[src/rtl/lsu_pkg.sv]
// -----------------------------------------------------------------------------
// lsu_pkg
// Shared constants and types for the load/store unit:
//   - MEM_RD_OP / MEM_WR_OP : the two opcodes the LSU acts on
//   - F3_*                  : func3 access size/sign encodings
//   - lsu_state_t           : LSU control state
// -----------------------------------------------------------------------------
package lsu_pkg;

    localparam logic [6:0] MEM_RD_OP = 7'b0000011;
    localparam logic [6:0] MEM_WR_OP = 7'b0100011;

    localparam logic [2:0] F3_B  = 3'b000;
    localparam logic [2:0] F3_H  = 3'b001;
    localparam logic [2:0] F3_W  = 3'b010;
    localparam logic [2:0] F3_BU = 3'b100;
    localparam logic [2:0] F3_HU = 3'b101;

    typedef enum logic [1:0] {
        IDLE = 2'd0,
        WAIT = 2'd1,
        DONE = 2'd2
    } lsu_state_t;

endpackage

[src/rtl/lsu_lane_align.sv]
// -----------------------------------------------------------------------------
// lsu_lane_align
// Purely combinational byte-lane steering for the LSU.
//   Store path: is_store, st_offset, st_func3, store_data
//               -> be (byte enables), wdata (lane-replicated), misalign, illegal
//   Load path : ld_offset, ld_func3, rdata -> load_data (aligned + extended)
// Only WIDTH = 32 is supported.
// -----------------------------------------------------------------------------
module lsu_lane_align
    import lsu_pkg::*;
#(
    parameter int WIDTH = 32
) (
    input  logic             is_store,
    input  logic [1:0]       st_offset,
    input  logic [2:0]       st_func3,
    input  logic [WIDTH-1:0] store_data,
    output logic [3:0]       be,
    output logic [WIDTH-1:0] wdata,
    output logic             misalign,
    output logic             illegal,
    input  logic [1:0]       ld_offset,
    input  logic [2:0]       ld_func3,
    input  logic [WIDTH-1:0] rdata,
    output logic [WIDTH-1:0] load_data
);

    logic [WIDTH-1:0] shifted;

    // Request side: size comes from func3[1:0]; bit 2 only selects zero-extension.
    always_comb begin
        be       = 4'b0000;
        wdata    = '0;
        misalign = 1'b0;
        illegal  = 1'b0;
        case (st_func3[1:0])
            2'b00: begin
                be    = 4'b0001 << st_offset;
                wdata = {4{store_data[7:0]}};
            end
            2'b01: begin
                be       = 4'b0011 << st_offset;
                wdata    = {2{store_data[15:0]}};
                misalign = st_offset[0];
            end
            2'b10: begin
                be       = 4'b1111;
                wdata    = store_data;
                misalign = |st_offset;
            end
            default: illegal = 1'b1;
        endcase
        // Unsigned variants exist only for byte/half loads.
        if (st_func3[2] && (is_store || st_func3[1])) begin
            illegal = 1'b1;
        end
    end

    // Response side: bring the addressed lane down to bit 0, then extend.
    always_comb begin
        shifted   = rdata >> {ld_offset, 3'b000};
        load_data = '0;
        case (ld_func3)
            F3_B:    load_data = {{(WIDTH-8){shifted[7]}}, shifted[7:0]};
            F3_H:    load_data = {{(WIDTH-16){shifted[15]}}, shifted[15:0]};
            F3_W:    load_data = rdata;
            F3_BU:   load_data = {{(WIDTH-8){1'b0}}, shifted[7:0]};
            F3_HU:   load_data = {{(WIDTH-16){1'b0}}, shifted[15:0]};
            default: load_data = '0;
        endcase
    end

endmodule

[src/rtl/lsu_mem_stage.sv]
// -----------------------------------------------------------------------------
// lsu_mem_stage
// Load/store stage behind the ALU. Accepts a load/store, issues one word-wide
// request on the data bus, stalls the PC until ack or timeout, then presents
// the extended load result (or an error pulse) for exactly one DONE cycle.
// Ports:
//   clk, rst_n                    clock, async active-low reset
//   valid, opcode, func3          instruction qualifiers
//   addr, store_data              effective address, rs2 value
//   stall                         hold PC/instruction
//   load_data, load_valid         extended load result, one-cycle valid
//   misalign_err, bus_err         one-cycle error pulses
//   mem_req, mem_we, mem_addr,
//   mem_wdata, mem_be             bus request fields (stable through WAIT)
//   mem_ack, mem_rdata            bus completion and read word
// -----------------------------------------------------------------------------
module lsu_mem_stage
    import lsu_pkg::*;
#(
    parameter int WIDTH   = 32,
    parameter int TIMEOUT = 16
) (
    input  logic             clk,
    input  logic             rst_n,
    input  logic             valid,
    input  logic [6:0]       opcode,
    input  logic [2:0]       func3,
    input  logic [WIDTH-1:0] addr,
    input  logic [WIDTH-1:0] store_data,
    output logic             stall,
    output logic [WIDTH-1:0] load_data,
    output logic             load_valid,
    output logic             misalign_err,
    output logic             bus_err,
    output logic             mem_req,
    output logic             mem_we,
    output logic [WIDTH-1:0] mem_addr,
    output logic [WIDTH-1:0] mem_wdata,
    output logic [3:0]       mem_be,
    input  logic             mem_ack,
    input  logic [WIDTH-1:0] mem_rdata
);

    localparam int              CNT_W    = $clog2(TIMEOUT);
    localparam logic [CNT_W-1:0] CNT_LAST = CNT_W'(TIMEOUT - 1);

    lsu_state_t       state_q, state_d;
    logic [CNT_W-1:0] cnt_q, cnt_d;
    logic             err_q, err_d;
    logic             is_load_q, is_load_d;
    logic             we_q, we_d;
    logic [WIDTH-1:0] addr_q, addr_d;
    logic [WIDTH-1:0] wdata_q, wdata_d;
    logic [3:0]       be_q, be_d;
    logic [2:0]       func3_q, func3_d;
    logic [1:0]       off_q, off_d;
    logic [WIDTH-1:0] rdata_q, rdata_d;

    logic             is_rd, is_wr, is_mem;
    logic [3:0]       lane_be;
    logic [WIDTH-1:0] lane_wdata;
    logic             lane_misalign, lane_illegal;
    logic [WIDTH-1:0] lane_load;

    assign is_rd  = (opcode == MEM_RD_OP);
    assign is_wr  = (opcode == MEM_WR_OP);
    assign is_mem = valid && (is_rd || is_wr);

    lsu_lane_align #(.WIDTH(WIDTH)) u_lane (
        .is_store   (is_wr),
        .st_offset  (addr[1:0]),
        .st_func3   (func3),
        .store_data (store_data),
        .be         (lane_be),
        .wdata      (lane_wdata),
        .misalign   (lane_misalign),
        .illegal    (lane_illegal),
        .ld_offset  (off_q),
        .ld_func3   (func3_q),
        .rdata      (rdata_q),
        .load_data  (lane_load)
    );

    always_comb begin
        state_d      = state_q;
        cnt_d        = cnt_q;
        err_d        = err_q;
        is_load_d    = is_load_q;
        we_d         = we_q;
        addr_d       = addr_q;
        wdata_d      = wdata_q;
        be_d         = be_q;
        func3_d      = func3_q;
        off_d        = off_q;
        rdata_d      = rdata_q;
        stall        = 1'b0;
        misalign_err = 1'b0;
        case (state_q)
            IDLE: begin
                if (is_mem) begin
                    if (lane_illegal || lane_misalign) begin
                        misalign_err = 1'b1;
                    end else begin
                        stall     = 1'b1;
                        addr_d    = {addr[WIDTH-1:2], 2'b00};
                        off_d     = addr[1:0];
                        we_d      = is_wr;
                        is_load_d = is_rd;
                        be_d      = lane_be;
                        wdata_d   = lane_wdata;
                        func3_d   = func3;
                        err_d     = 1'b0;
                        cnt_d     = '0;
                        state_d   = WAIT;
                    end
                end
            end
            WAIT: begin
                stall = 1'b1;
                // Ack wins over a timeout landing in the same cycle.
                if (mem_ack) begin
                    rdata_d = mem_rdata;
                    err_d   = 1'b0;
                    state_d = DONE;
                end else if (cnt_q == CNT_LAST) begin
                    err_d   = 1'b1;
                    state_d = DONE;
                end else begin
                    cnt_d = cnt_q + 1'b1;
                end
            end
            DONE: begin
                cnt_d   = '0;
                state_d = IDLE;
            end
            default: state_d = IDLE;
        endcase
    end

    always_ff @(posedge clk or negedge rst_n) begin
        if (!rst_n) begin
            state_q   <= IDLE;
            cnt_q     <= '0;
            err_q     <= 1'b0;
            is_load_q <= 1'b0;
            we_q      <= 1'b0;
            addr_q    <= '0;
            wdata_q   <= '0;
            be_q      <= 4'b0000;
            func3_q   <= 3'b000;
            off_q     <= 2'b00;
            rdata_q   <= '0;
        end else begin
            state_q   <= state_d;
            cnt_q     <= cnt_d;
            err_q     <= err_d;
            is_load_q <= is_load_d;
            we_q      <= we_d;
            addr_q    <= addr_d;
            wdata_q   <= wdata_d;
            be_q      <= be_d;
            func3_q   <= func3_d;
            off_q     <= off_d;
            rdata_q   <= rdata_d;
        end
    end

    assign mem_req    = (state_q == WAIT);
    assign mem_we     = (state_q == WAIT) && we_q;
    assign mem_addr   = addr_q;
    assign mem_wdata  = wdata_q;
    assign mem_be     = be_q;
    assign bus_err    = (state_q == DONE) && err_q;
    assign load_valid = (state_q == DONE) && !err_q && is_load_q;
    assign load_data  = load_valid ? lane_load : '0;

endmodule

[config.mk]
export PLATFORM = sky130hd
export DESIGN_NAME = lsu_mem_stage
export DESIGN_NICKNAME = d
export VERILOG_FILES = /design/src/rtl/lsu_pkg.sv /design/src/rtl/lsu_lane_align.sv /design/src/rtl/lsu_mem_stage.sv
export SDC_FILE = /design/constraint.sdc
export NUM_CORES = 1
export LEC_CHECK = 0
export ABC_CLOCK_PERIOD_IN_PS = 2250
export BUFFER_PORTS_ARGS = -buffer_cell sky130_fd_sc_hd__buf_2
export CAP_MARGIN = 20
export CORE_MARGIN = 2
export CORE_UTILIZATION = 50
export DETAILED_ROUTE_END_ITERATION = 8
export PLACE_DENSITY = 0.8
export REMOVE_ABC_BUFFERS = 1
export SLEW_MARGIN = 10
export SYNTH_ARGS = -nofsm -noshare
export SYNTH_HDL_FRONTEND = slang
export SYNTH_HIERARCHICAL = 1
export SYNTH_SLANG_ARGS = --single-unit
[constraint.sdc]
create_clock -name clk -period 2.25 [get_ports clk]
set_clock_uncertainty 0.2 [all_clocks]
set_input_delay 0.1125 -clock clk [delete_from_list [all_inputs] [get_ports clk]]
set_output_delay 0.1125 -clock clk [all_outputs]
set_load 0.005 [all_outputs]
== Yosys cells after proc, flatten, opt, wreduce, memory -nomap -nowiden ==
Index checks and enable logic that the tools add are counted.
Storage, ports and cells
  bits in registers: 112
  word-level logic and storage cells: 82
Operators by class
  add/subtract/negate cells: 1
  equality and inequality tests: 16
  shifts and indexed selects: 3
  multiplexer cells: 28
  bitwise logic cells: 1
  reductions and logical operators: 22
Operators by type and width (number)
  case mux 32 bit (5 select lines): 1
  case mux 32 bit (3 select lines): 1
  2-to-1 mux 32 bit: 1
  >> shifter 32 x 5 -> 16 bit: 1
  case mux 4 bit (3 select lines): 2
  2-to-1 mux 4 bit: 4
  2-to-1 mux 1 bit: 11
  2-to-1 mux 2 bit: 4
  inequality test 2 bit, second input constant: 4
  == test 7 x 2 -> 1 bit, second input constant: 1
  == test 7 x 6 -> 1 bit, second input constant: 1
  == test 3 bit, second input constant: 2
  logical AND 1 bit: 6
  case mux 1 bit (2 select lines): 3
  AND reduction 3 bit: 2
  AND reduction 5 bit: 1
  adder 4 x 1 -> 4 bit, second input constant: 1
  == test 2 x 1 -> 1 bit, second input constant: 2
  == test 2 bit, second input constant: 2
  == test 4 bit, second input constant: 1
  zero test 2 bit: 2
  case mux 2 bit (2 select lines): 1
  AND reduction 4 bit: 1
  << shifter 1 x 2 -> 4 bit, first input constant: 1
  other kinds (13): 15

== Logic depth before layout (Yosys ltp) ==
  word-level depth: 8
  gate-level depth with buffers: 11
  mapped depth without buffers: 9

== Hierarchy ==
The synthesis kept the hierarchy.
Modules (own cells, without submodules)
  lsu_mem_stage: instances 1, cells an instance 312, area each 4703.3 um2, sequential area each 2802.7 um2
  lsu_lane_align: instances 1, cells an instance 211, area each 1276.2 um2, sequential area each 0.0 um2

== Least setup slack after synthesis ==
OpenSTA, ideal clock, no wires.
  kind: input to register
  start point: input port func3[1]
  end point: register addr_q[31] (netlist: mem_addr[31])
  setup time: 0.125 ns
  arrival: 1.864 ns
  required time: 1.925 ns
  path slack: 0.061 ns
  cell stages on the path: 9
  path buffers: 2
  cells stage by stage: inv_1 -> ha_1 -> clkbuf_1 -> nand2_1 -> a21boi_0 -> nor2_1 -> nand4b_1 -> clkbuf_1 -> mux2_2
Between the ends
  elaborated cells between the ends (all ways): 12
  those cells by class: eq/ne (2); mux (3); bitwise (1); reduce/logical (6)
RTL lines
  from (decl): RTL line lsu_mem_stage.sv:27  | input logic [2:0] func3,
  == test 2 bit or == test 2 x 1 -> 1 bit (tied branches): RTL line lsu_lane_align.sv:36  | case (st_func3[1:0])
  case mux 1 bit (2 select lines) *: RTL line lsu_lane_align.sv:36
  net lane_misalign: RTL line lsu_mem_stage.sv:62  | logic lane_misalign, lane_illegal;
  logical OR 1 bit *: RTL line lsu_mem_stage.sv:101  | if (lane_illegal || lane_misalign) begin
  NOT 1 bit (no line) *
  AND reduction 3 bit (no line) *
  to (signal assigned): RTL line lsu_mem_stage.sv:159  | addr_q <= addr_d;
  to (decl): RTL line lsu_mem_stage.sv:52  | logic [WIDTH-1:0] addr_q, addr_d;
Mark *: on every way through the listed nets, which the timed path passes. The rest lies on a longest branch.
A chain may end at the register's enable or synchronous reset.

== Final worst setup path ==
  start point: register off_q[1]
  end point: output port load_data[27]
Between the ends
  word-level cells in the longest chain between the ends: 3
Ends and longest elaborated chain
  from (decl): RTL line lsu_mem_stage.sv:56  | logic [1:0] off_q, off_d;
  from (signal assigned): RTL line lsu_mem_stage.sv:151  | off_q <= 2'b00;
  from (signal assigned): RTL line lsu_mem_stage.sv:163  | off_q <= off_d;
  >> shifter 32 x 5 -> 16 bit: RTL line lsu_lane_align.sv:61  | shifted = rdata >> {ld_offset, 3'b000};
  case mux 32 bit (5 select lines): RTL line lsu_lane_align.sv:63  | case (ld_func3)
  net lane_load[27]: RTL line lsu_mem_stage.sv:63  | logic [WIDTH-1:0] lane_load;
  2-to-1 mux 32 bit: RTL line lsu_mem_stage.sv:175  | assign load_data = load_valid ? lane_load : '0;
  to (decl): RTL line lsu_mem_stage.sv:31  | output logic [WIDTH-1:0] load_data,
The timed path passes the listed nets, and every way through them passes these cells.

==> metrics.txt <==
Max stage delay on crit path ~0.56 ns; final worst setup slack -0.173 ns; chip height 113 um; Vias 5563; Area Growth Syn to Fin 46.4%; # H-tree levels 3; worst-margin pin slew roughly 0.6 ns; All-Layer GR Usage 0.300; Setup Crit Path Kind flop to output pin; Crit-path slowest cell mux4_2; placed instance area approximately 7300 um^2; global-route wire length before repair 30300 um; total CTS buffers 9; core area 11600 um^2; max_slew headroom 0.599; Clock transition at path regs 0.08 ns; number of global-route vias before repair roughly 6000; DRT Wirelength 18900 um; Hold WC Path Type input pin to flop; Max Fanout on Critical Path 16; fill count about 720; Final Cell Area roughly 9000 um^2; #FFs+latches synth 112; final hold vios 0; initial antenna violation count 0; wire length per cell 18.9 um; post-synth top area share 0.469; Finished Layout Cells between 900 and 1000; Post-synth EDFFs 0; Max Cap Violations 0; Vias/cell 5.57; Mapped Avg Cell Area 11.4 um^2; failing checks setup timing; DR pass1 iterations 4; CP endpoint kind output pin; synth unique cells between 40 and 50; row cnt 39; CTS Buffer Depth 2; die span in x between 100 and 150 um; Placer Congestion between 0.8 and 0.9; CP Data Required Time slightly below 2 ns; Starting Density 0.517; worst hold path cell count 4; Max IR drop VDD between 0.0005 and 0.0006 V; Post-Syn Area 5980 um^2; CTS tree built; count of final max-slew check failures 0; status finished, violations left; worst hold slack about 0.02 ns; Worst-Skew Late Latency 0.36 ns; final setup fails 16; asr flop ratio synth 1.00; largest net degree at the start of global routing 44; final critical-path share of the clock period 1.08; RSZ-0062 raised after global routing yes; # IOs 216; startpoint type of the worst setup path flop; 1st-iter DRT viols ~470; Cells after Synth 523; cell family with most CP delay multiplexers; nets ~960; sequential share of the synthesized area 0.469; pwr dens 560 nW/um^2; dpl hpwl between 10000 and 15000 um; layout cells sized above 1 0.437; Static Leak 4.71 nW; clk root buf clkbuf_16; R2R cell count 6; drc violations 0; CP cell instances mux4_2 -> nand2_4 -> a21boi_4 -> buf_12 -> a21oi_1 -> and2_1 -> buf_2; Remaining Overflow, GRT 0; Cells after DPL around 870; crit path buf inv count 2; antenna-violating nets left 0; die area ~13000 um^2; Critical Path AT around 2.1 ns; minimum clock period about 2.4 ns; Num Clock Sinks roughly 110; YS warnings 6; synth top area cells dfrtp_1, mux2_2, mux2_4, and2_1, nand2_1; ys flop type dfrtp_1; area leader, netlist dfrtp_1; fmax approximately 0.41 GHz; Levels on crit path 7; port bufs about 210
==> repair_timing <==
| item | in CTS | in global routing |
|---|---|---|
| pin swaps | 1 | 1 |
| setup endpoints to repair | 24 | 59 |
| setup buffers | 1 | 3 |
| endpoints found under the hold margin | 182 | 0 |
| gates resized for setup | 6 | 9 |
| hold buffers | 103 | 0 |
==> synth_stat cells (2+ instances only) <==
| cell | count |
|---|---|
| nor2b_1 | 12 |
| a22oi_1 | 16 |
| a21o_1 | 2 |
| clkbuf_1 | 20 |
| a22o_1 | 8 |
| o21ai_0 | 10 |
| buf_2 | 6 |
| mux2_2 | 62 |
| inv_1 | 6 |
| and2_1 | 50 |
| nand2b_1 | 5 |
| buf_6 | 6 |
| nor3_1 | 3 |
| mux2_4 | 36 |
| nand3_1 | 5 |
| nand2_1 | 57 |
| o31ai_1 | 10 |
| nor2_1 | 10 |
| buf_4 | 3 |
| ha_1 | 5 |
| o2bb2ai_1 | 8 |
| mux2i_1 | 8 |
| mux2_1 | 7 |
| a21oi_1 | 32 |
| nor3b_1 | 3 |
| a211oi_1 | 7 |
| dfrtp_1 | 112 |
==> cell usage in the layout, fill, tap and decap left out, types with 8 or more instances in the layout <==
cell	synthesis	routed
a21oi_1	32	32
buf_4	3	24
nand2_1	57	57
a22oi_1	16	16
clkbuf_16	0	9
nor2b_1	12	11
dfrtp_1	112	111
buf_2	6	211
o21ai_0	10	9
mux2_2	62	62
nor2_1	10	9
and2_1	50	50
buf_12	0	8
a22o_1	8	8
mux2_4	36	36
mux2i_1	8	8
dlygate4sd3_1	0	103
o31ai_1	10	10
==> logic make-up after synthesis <==
kind of cell               after synthesis  synth area share
adders and majority gates                5            0.0105
muxes                                  114             0.237
AOI/OAI and AO/OA                       98             0.111
DFF                                    112             0.469
buffers and inverters                   42            0.0370
and+or+nand+nor                        151             0.135
other                                    1          0.000627
==> state kept, by name, indices dropped and copies added (netlist names) <==
| name | count |
|---|---|
| mem_wdata | 32 |
| off_q | 2 |
| func3_q | 3 |
| is_load_q | 1 |
| err_q | 1 |
| rdata_q | 32 |
| state_q | 2 |
| we_q | 1 |
| cnt_q | 4 |
| mem_be | 4 |
| mem_addr | 30 |
==> worst register-to-register path, delay by kind of cell, from the launching register on <==
family,cells,cell delay [ns]
buffers and inverters,3,0.50
multiplexers,1,0.31
AND/OR/NAND/NOR,2,0.45
flip-flops,1,0.40
==> power breakdown <==
group | internal, mW | switching (mW)
clock | 0.795 | 0.785
sequential | 2.18 | 0.135
combinational | 0.565 | 0.444
==> metrics by stage <==
stage	util	setup TNS, ns	setup WS [ns]	power (mW)
after floorplan	-	-214.27	-2.79	2.74
final	0.757	-2.57	-0.173	4.90
after detailed placement	0.634	-6.25	-0.129	3.15
after CTS	0.752	-2.59	-0.175	4.89
after global placement	0.634	0	0.0189	3.11
after global routing	0.757	-4.75	-0.256	5.11
==> final timing paths <==
check / end / slack, ns / start
setup / recovery: load_data[27] / -0.17 / off_q[1]
hold / removal: mem_wdata[30] / 0.02 / store_data[14]
setup reg to reg: mem_addr[24] / 0.26 / state_q[0]
hold reg to reg: is_load_q / 0.30 / is_load_q
max in group asynchronous: mem_wdata[20] / 0.94 / rst_n
min in group asynchronous: rdata_q[28] / 0.09 / rst_n
==> cell type report <==
| type | instances | area (um^2) | area share |
|---|---|---|---|
| Antenna cell | 1 | 2.50 | 0.000286 |
| Clock buffer | 10 | 239 | 0.0273 |
| Clock inverter | 6 | 50.0 | 0.00572 |
| Inverter | 6 | 22.5 | 0.00257 |
| Multi-Input combinational cell | 370 | 2990 | 0.341 |
| Sequential cell | 112 | 2800 | 0.320 |
| Tap cell | 143 | 179 | 0.0204 |
| Timing Repair Buffer | 350 | 2470 | 0.282 |
==> metal layers <==
layer | routed length (um) | vias to the layer above | track usage
met2 | 9400 | 321 | 0.512
met1 | 7200 | 2692 | 0.363
met4 | 680 | 0 | 0.117
li1 | - | 2488 | -
met3 | 1610 | 62 | 0.0841
met5 | 0 | - | 0
Note: power is estimated with default switching activity, not from simulation.
